<file path="src/rtl/pll_reconfig_seq.sv">
`default_nettype none
`timescale 1ns/1ps
// ============================================================================
//  Module   : pll_reconfig_seq
//  Brief    : PLL bring-up and dynamic output-divider reconfiguration
//             sequencer. Power-cycles the PLL, rewrites dividers over the
//             DRI port, qualifies lock before enabling outputs and counts
//             loss-of-lock events.
//  Revision : 1.0 - initial release
// ============================================================================
module pll_reconfig_seq #(
    parameter int unsigned NUM_OUT       = 3,
    parameter int unsigned DIV_W         = 7,
    parameter logic [7:0]  DIV_ADDR_BASE = 8'h10,
    parameter int unsigned PD_CYCLES     = 16,
    parameter int unsigned LOCK_STABLE   = 32,
    parameter int unsigned LOCK_TIMEOUT  = 4096,
    parameter int unsigned MAX_RETRY     = 2,
    parameter int unsigned CNT_W         = 8
) (
    input  logic                     clk_i,
    input  logic                     reset_i,
    input  logic                     cfg_req_i,
    input  logic [NUM_OUT*DIV_W-1:0] cfg_div_i,
    input  logic [NUM_OUT-1:0]       cfg_mask_i,
    output logic                     cfg_ack_o,
    output logic                     cfg_err_o,
    output logic                     busy_o,
    input  logic                     pll_lock_i,
    output logic                     pll_powerdown_n_o,
    output logic [NUM_OUT-1:0]       out_en_o,
    output logic                     dri_wr_o,
    output logic [7:0]               dri_addr_o,
    output logic [DIV_W-1:0]         dri_wdata_o,
    input  logic                     dri_ack_i,
    output logic                     locked_o,
    output logic [CNT_W-1:0]         lol_count_o,
    input  logic                     lol_clr_i
);

    localparam int unsigned CH_W  = (NUM_OUT > 1) ? $clog2(NUM_OUT) : 1;
    localparam int unsigned PD_W  = $clog2(PD_CYCLES + 1);
    localparam int unsigned STB_W = $clog2(LOCK_STABLE + 1);
    localparam int unsigned TO_W  = $clog2(LOCK_TIMEOUT + 1);
    localparam int unsigned RTY_W = (MAX_RETRY > 0) ? $clog2(MAX_RETRY + 1) : 1;

    typedef enum logic [2:0] {
        S_PD        = 3'd0,
        S_WRITE     = 3'd1,
        S_RELEASE   = 3'd2,
        S_WAIT_LOCK = 3'd3,
        S_RUN       = 3'd4,
        S_ERROR     = 3'd5
    } state_t;

    state_t                     state_q;
    logic [1:0]                 sync_q;
    logic                       lock_s;
    logic [PD_W-1:0]            pd_cnt_q;
    logic [STB_W-1:0]           stab_q;
    logic [TO_W-1:0]            to_q;
    logic [RTY_W-1:0]           retry_q;
    logic                       pend_q;
    logic [NUM_OUT*DIV_W-1:0]   cfg_div_q;
    logic [NUM_OUT-1:0]         cfg_mask_q;
    logic [NUM_OUT-1:0]         wr_mask_q;
    logic [CH_W-1:0]            cur_ch_q;

    logic                       pwrdn_n_q;
    logic [NUM_OUT-1:0]         out_en_q;
    logic                       dri_wr_q;
    logic [7:0]                 dri_addr_q;
    logic [DIV_W-1:0]           dri_wdata_q;
    logic                       ack_q;
    logic                       err_q;
    logic                       locked_q;
    logic                       busy_q;
    logic [CNT_W-1:0]           lol_q;

    logic [CH_W-1:0]            nxt_ch_d;
    logic [DIV_W-1:0]           nxt_div_d;
    logic [NUM_OUT-1:0]         wr_mask_left_d;
    logic [STB_W-1:0]           stab_inc_d;
    logic [TO_W-1:0]            to_inc_d;
    logic                       stable_d;
    logic                       timeout_d;
    logic                       lol_inc_d;

    assign lock_s = sync_q[1];

    // Two-flop synchroniser for the asynchronous PLL lock indication.
    always_ff @(posedge clk_i or posedge reset_i) begin
        if (reset_i) begin
            sync_q <= 2'b00;
        end else begin
            sync_q <= {sync_q[0], pll_lock_i};
        end
    end

    // Lowest pending channel, its divider value and lock-qualification terms.
    always_comb begin
        nxt_ch_d = '0;
        for (int i = NUM_OUT - 1; i >= 0; i--) begin
            if (wr_mask_q[i]) begin
                nxt_ch_d = CH_W'(i);
            end
        end
        nxt_div_d = '0;
        for (int i = 0; i < NUM_OUT; i++) begin
            if (nxt_ch_d == CH_W'(i)) begin
                nxt_div_d = cfg_div_q[i*DIV_W +: DIV_W];
            end
        end
        wr_mask_left_d           = wr_mask_q;
        wr_mask_left_d[cur_ch_q] = 1'b0;
        stab_inc_d = stab_q + 1'b1;
        to_inc_d   = to_q + 1'b1;
        stable_d   = lock_s && (stab_inc_d == STB_W'(LOCK_STABLE));
        timeout_d  = (to_inc_d == TO_W'(LOCK_TIMEOUT));
        lol_inc_d  = (state_q == S_RUN) && !lock_s;
    end

    // Sequencer FSM with all outputs registered alongside the state.
    always_ff @(posedge clk_i or posedge reset_i) begin
        if (reset_i) begin
            state_q     <= S_PD;
            pd_cnt_q    <= '0;
            stab_q      <= '0;
            to_q        <= '0;
            retry_q     <= '0;
            pend_q      <= 1'b0;
            cfg_div_q   <= '0;
            cfg_mask_q  <= '0;
            wr_mask_q   <= '0;
            cur_ch_q    <= '0;
            pwrdn_n_q   <= 1'b0;
            out_en_q    <= '0;
            dri_wr_q    <= 1'b0;
            dri_addr_q  <= '0;
            dri_wdata_q <= '0;
            ack_q       <= 1'b0;
            err_q       <= 1'b0;
            locked_q    <= 1'b0;
            busy_q      <= 1'b1;
        end else begin
            ack_q <= 1'b0;
            case (state_q)
                S_PD: begin
                    if (pd_cnt_q == PD_W'(PD_CYCLES - 1)) begin
                        pd_cnt_q <= '0;
                        if (wr_mask_q != '0) begin
                            state_q     <= S_WRITE;
                            dri_wr_q    <= 1'b1;
                            dri_addr_q  <= DIV_ADDR_BASE + 8'(nxt_ch_d);
                            dri_wdata_q <= nxt_div_d;
                            cur_ch_q    <= nxt_ch_d;
                        end else begin
                            state_q   <= S_RELEASE;
                            pwrdn_n_q <= 1'b1;
                        end
                    end else begin
                        pd_cnt_q <= pd_cnt_q + 1'b1;
                    end
                end

                S_WRITE: begin
                    if (dri_wr_q) begin
                        // Hold the strobe and payload until the DRI accepts.
                        if (dri_ack_i) begin
                            dri_wr_q  <= 1'b0;
                            wr_mask_q <= wr_mask_left_d;
                            if (wr_mask_left_d == '0) begin
                                state_q   <= S_RELEASE;
                                pwrdn_n_q <= 1'b1;
                            end
                        end
                    end else begin
                        // Gap cycle done: issue the next pending channel.
                        dri_wr_q    <= 1'b1;
                        dri_addr_q  <= DIV_ADDR_BASE + 8'(nxt_ch_d);
                        dri_wdata_q <= nxt_div_d;
                        cur_ch_q    <= nxt_ch_d;
                    end
                end

                S_RELEASE: begin
                    state_q <= S_WAIT_LOCK;
                    stab_q  <= '0;
                    to_q    <= '0;
                end

                S_WAIT_LOCK: begin
                    stab_q <= lock_s ? stab_inc_d : '0;
                    to_q   <= to_inc_d;
                    if (stable_d) begin
                        state_q  <= S_RUN;
                        locked_q <= 1'b1;
                        out_en_q <= '1;
                        retry_q  <= '0;
                        busy_q   <= 1'b0;
                        if (pend_q) begin
                            ack_q  <= 1'b1;
                            pend_q <= 1'b0;
                            err_q  <= 1'b0;
                        end
                    end else if (timeout_d) begin
                        if (retry_q < RTY_W'(MAX_RETRY)) begin
                            // Power-cycle again, repeating the latched writes.
                            retry_q   <= retry_q + 1'b1;
                            state_q   <= S_PD;
                            pd_cnt_q  <= '0;
                            wr_mask_q <= cfg_mask_q;
                            pwrdn_n_q <= 1'b0;
                            out_en_q  <= '0;
                            locked_q  <= 1'b0;
                        end else begin
                            state_q   <= S_ERROR;
                            err_q     <= 1'b1;
                            pwrdn_n_q <= 1'b0;
                            out_en_q  <= '0;
                            locked_q  <= 1'b0;
                            busy_q    <= 1'b0;
                        end
                    end
                end

                S_RUN: begin
                    if (!lock_s) begin
                        // Loss of lock: gate outputs, requalify without power-cycling.
                        state_q  <= S_WAIT_LOCK;
                        locked_q <= 1'b0;
                        out_en_q <= '0;
                        stab_q   <= '0;
                        to_q     <= '0;
                        busy_q   <= 1'b1;
                    end else if (cfg_req_i) begin
                        if (cfg_mask_i != '0) begin
                            cfg_div_q  <= cfg_div_i;
                            cfg_mask_q <= cfg_mask_i;
                            wr_mask_q  <= cfg_mask_i;
                            pend_q     <= 1'b1;
                            state_q    <= S_PD;
                            pd_cnt_q   <= '0;
                            pwrdn_n_q  <= 1'b0;
                            out_en_q   <= '0;
                            locked_q   <= 1'b0;
                            busy_q     <= 1'b1;
                        end else begin
                            ack_q <= 1'b1;
                        end
                    end
                end

                S_ERROR: begin
                    if (cfg_req_i) begin
                        cfg_div_q  <= cfg_div_i;
                        cfg_mask_q <= cfg_mask_i;
                        wr_mask_q  <= cfg_mask_i;
                        retry_q    <= '0;
                        pend_q     <= 1'b1;
                        state_q    <= S_PD;
                        pd_cnt_q   <= '0;
                        busy_q     <= 1'b1;
                    end
                end

                default: begin
                    state_q   <= S_PD;
                    pd_cnt_q  <= '0;
                    pwrdn_n_q <= 1'b0;
                    out_en_q  <= '0;
                    locked_q  <= 1'b0;
                    dri_wr_q  <= 1'b0;
                    busy_q    <= 1'b1;
                end
            endcase
        end
    end

    // Saturating loss-of-lock counter; a clear coinciding with an event leaves 1.
    always_ff @(posedge clk_i or posedge reset_i) begin
        if (reset_i) begin
            lol_q <= '0;
        end else if (lol_clr_i) begin
            lol_q <= lol_inc_d ? CNT_W'(1) : '0;
        end else if (lol_inc_d && (lol_q != '1)) begin
            lol_q <= lol_q + 1'b1;
        end
    end

    assign cfg_ack_o         = ack_q;
    assign cfg_err_o         = err_q;
    assign busy_o            = busy_q;
    assign pll_powerdown_n_o = pwrdn_n_q;
    assign out_en_o          = out_en_q;
    assign dri_wr_o          = dri_wr_q;
    assign dri_addr_o        = dri_addr_q;
    assign dri_wdata_o       = dri_wdata_q;
    assign locked_o          = locked_q;
    assign lol_count_o       = lol_q;

endmodule
`default_nettype wire

</file>
<file path="config.mk">
export PLATFORM = sky130hd
export DESIGN_NAME = pll_reconfig_seq
export DESIGN_NICKNAME = d
export VERILOG_FILES = /design/src/rtl/pll_reconfig_seq.sv
export SDC_FILE = /design/constraint.sdc
export NUM_CORES = 1
export LEC_CHECK = 0
export BUFFER_PORTS_ARGS = -buffer_cell sky130_fd_sc_hd__buf_4
export CAP_MARGIN = 20
export CORE_ASPECT_RATIO = 2
export CORE_MARGIN = 2
export CORE_UTILIZATION = 40
export DETAILED_ROUTE_END_ITERATION = 16
export MAX_ROUTING_LAYER = met4
export PLACE_DENSITY = 0.58
export SETUP_SLACK_MARGIN = 0.3
export SLEW_MARGIN = 20
export SYNTH_ARGS = -nofsm -noshare
export SYNTH_HDL_FRONTEND = slang
export SYNTH_SLANG_ARGS = --single-unit
</file>
<file path="constraint.sdc">
create_clock -name clk_i -period 3.95 [get_ports clk_i]
set_input_delay 0.9875 -clock clk_i [delete_from_list [all_inputs] [get_ports clk_i]]
set_output_delay 0.9875 -clock clk_i [all_outputs]
set_load 0.02 [all_outputs]
</file>
==> metrics.cfg <==
[worst_hold_path]
hp-class=reg2reg
hold_end=sync_q[1]
min_from=sync_q[0]
min_path_cells=0

[yosys]
synth.mux.area_fraction=0.08890
post-synth-top-count-cell=dfrtp_1
yosysWarnings=0
synth-xor-area-share=0.02935
synth_cell_types=68
synth_commonest_cells=82 x dfrtp_1, 43 x o21ai_0, 41 x nand2_1, 41 x nor2_1, 26 x mux2_2
synth_top_area_frac=0.4585
synth-simple-area-share=0.1638
synth.avg_cell_area_um2=9.902
synth_top_area_cell=dfrtp_1
synth-compound-area-share=0.1812
synth_top_family_by_area=compound AO/OA/AOI/OAI gates
yosys-top-cells-area=dfrtp_1 46%, mux2_2 6.5%, o21ai_0 4.8%, nand2_1 3.4%, nor2_1 3.4%
ys_seq_elements=83
synthFlopType=dfrtp_1
synth_area_um2=4476
yosysSeqAreaShare=0.4644
syn-instance-count=452
synth_edf_count=0
synthAdderAreaFrac=0.01957
synthArstFlopShare=1.000

[critical_path]
max_stage_delay_ns=0.45
worstSetupEndpointType=register
cpLargestDelayFamily=simple AND/OR/NAND/NOR gates
r2r-start=to_q[0]
reg2reg_depth=7
crit_chain=ha_1 > nand3_1 > nor3_2 > mux2i_1 > a41oi_2 > nor4bb_2 > mux2_1
cp_max_fo=7
crit_slowest_cell=dfrtp_1
r2r_end=pll_powerdown_n_o
worst-path-buf-inv=0
timing_worst_setup_path_type=reg2reg
rrSetupSlack_ns=1.21
critPathLaunchType=register
required_ns=4.18
arrival_ns=2.97

[cells_and_area]
postLayoutCellArea_um2=5259
diodes=0
n_fill_cell=1022
drive_gt1_frac=0.2335
syn_to_final_growth_pct=17.50
nets=533

[place]
dp_hpwl_um=7676
numPortBuffers=56
gp_congestion=0.7862
place_area_um2=4950

[sta]
setup-tns-final_ns=0
fin_crit_sh=0.6944
hold_viol=0
whs_ns=0.3489
rsz0062_at_grt=no
worst_pin_slew_ns=0.8052
period_minus_slack_ns=2.743
drv_slew=0
relSlewSlack=0.4556
finClkSkew_ns=0.005380
finalSetupViolations=0
max_freq_mhz=364.6

[cts]
cts_hold_buffers=0
clk_pin_slew_ns=0.07
cts_buffers=9
cts-resized-gates=0
cts_tree=done
root_buffer=clkbuf_16
cts_max_level=3
clockBufferDepth=2
clock_sinks=83
clock_latency_ns=0.35
post_cts_buffers=0

[detailed_routing]
via_per_inst=5.605
remaining_drc_errors=0
vias=3593
wl_um=10470
drt-met1-wl_um=3890
met2WireLength_um=5988
route.met3.wl_um=252
antenna_left=0
routedWlPerCell_um=16.33
drtIter0Drc=136
top_layer_used=met4
drtPass1Iterations=4

[global_route]
grt_max_degree=56
grt_pass1_wl_um=17800
grt-ovfl-total=0
antenna_found_initial=0
grt_pass1_vias=3661
grtUsageTotal=0.1906

[floorplanning]
die_h_um=153.6
row_count=54
initial_utilization=0.4114
pin_count=62
core_area_um2=10880
die_area_um2=12100
die_w_um=78.80

[run]
maxCapViolCount=0

[power_and_ir_drop]
power.density_nw_per_um2=499.7
p_leak_nw=2.411
ir_drop_mv=0.3208

[status]
status=finished, final reports clean

==> layout make-up <==
type / count / area [µm²] / area share
multi-input cells: 327 / 2180 / 0.4145
inverters: 16 / 62.56 / 0.01190
clock buffers: 9 / 225.2 / 0.04283
repair buffers: 59 / 455.4 / 0.08660
flip-flops and latches: 83 / 2078 / 0.3952
clock inverters: 7 / 82.58 / 0.01570
well taps: 140 / 175.2 / 0.03331
==> power breakdown <==
part	leakage (nW)	switching [mW]	internal, mW
logic	1.14	0.425	0.261
registers	1.13	0.144	0.925
clock network	0.145	0.374	0.500
total	2.41	0.943	1.69
==> kinds of logic after synthesis <==
| group | count (synthesis) |
|---|---|
| adder cells (fa/ha/maj) | 7 |
| buffers and inverters | 46 |
| multiplexers | 36 |
| other | 1 |
| AND/OR/NAND/NOR | 141 |
| XOR/XNOR | 15 |
| AO/OA/AOI/OAI | 123 |
| flip-flops | 83 |
==> placed cells by master (no fill, tap or decap), drive strengths merged, types with 5 or more instances in the layout <==
cell / synthesis / layout
o21ai: 48 / 48
nor3: 7 / 7
nand3: 15 / 15
conb: 1 / 5
mux2i: 6 / 6
buf: 20 / 59
a221oi: 7 / 7
clkbuf: 10 / 9
a31oi: 5 / 5
xor2: 6 / 6
inv: 15 / 18
nor2: 41 / 41
ha: 7 / 7
dfrtp: 82 / 82
nand4: 10 / 10
nand2b: 5 / 5
xnor2: 9 / 9
mux2: 30 / 30
nand2: 41 / 41
a22oi: 9 / 9
a21oi: 16 / 16
==> through the flow <==
stage                     worst slack [ns]  utilization  cells  total power [mW]
after CTS                            1.191       0.4833    641             2.652
after floorplan                     0.8274            -    456             1.543
after detailed placement             1.163       0.4550    625             1.772
final                                1.207       0.4834    641             2.628
after global placement               1.178       0.4550    625             1.757
after global routing                0.9791       0.4834    641             2.783
==> state kept, by name (all words and copies together), names as in the netlist, 3 cells and up <==
name / cells
wr_mask_q: 3
cfg_mask_q: 3
lol_count_o: 8
cfg_div_q: 21
pd_cnt_q: 5
dri_wdata_o: 7
stab_q: 6
state_q: 3
to_q: 13
==> how the worst max path moves through the flow <==
stage / startpoint / endpoint / slack, ns / depth (start not counted)
after floorplan: reset_i / cfg_ack_o / 0.83 / 1
after global placement: cfg_mask_i[1] / cfg_div_q[16] / 1.18 / 5
after detailed placement: cfg_mask_i[1] / cfg_div_q[10] / 1.16 / 5
after CTS: to_q[0] / pll_powerdown_n_o / 1.19 / 7
after global routing: to_q[0] / pll_powerdown_n_o / 0.98 / 7
final: to_q[0] / pll_powerdown_n_o / 1.21 / 7
==> layer usage <==
| layer | global-route usage | vias up |
|---|---|---|
| met1 | 0.1985 | 1782 |
| li1 | - | 1718 |
| met3 | 0.02758 | 26 |
| met5 | - | - |
| met2 | 0.3468 | 67 |
| met4 | 0.08521 | 0 |
Note: power is estimated with default switching activity, not from simulation.
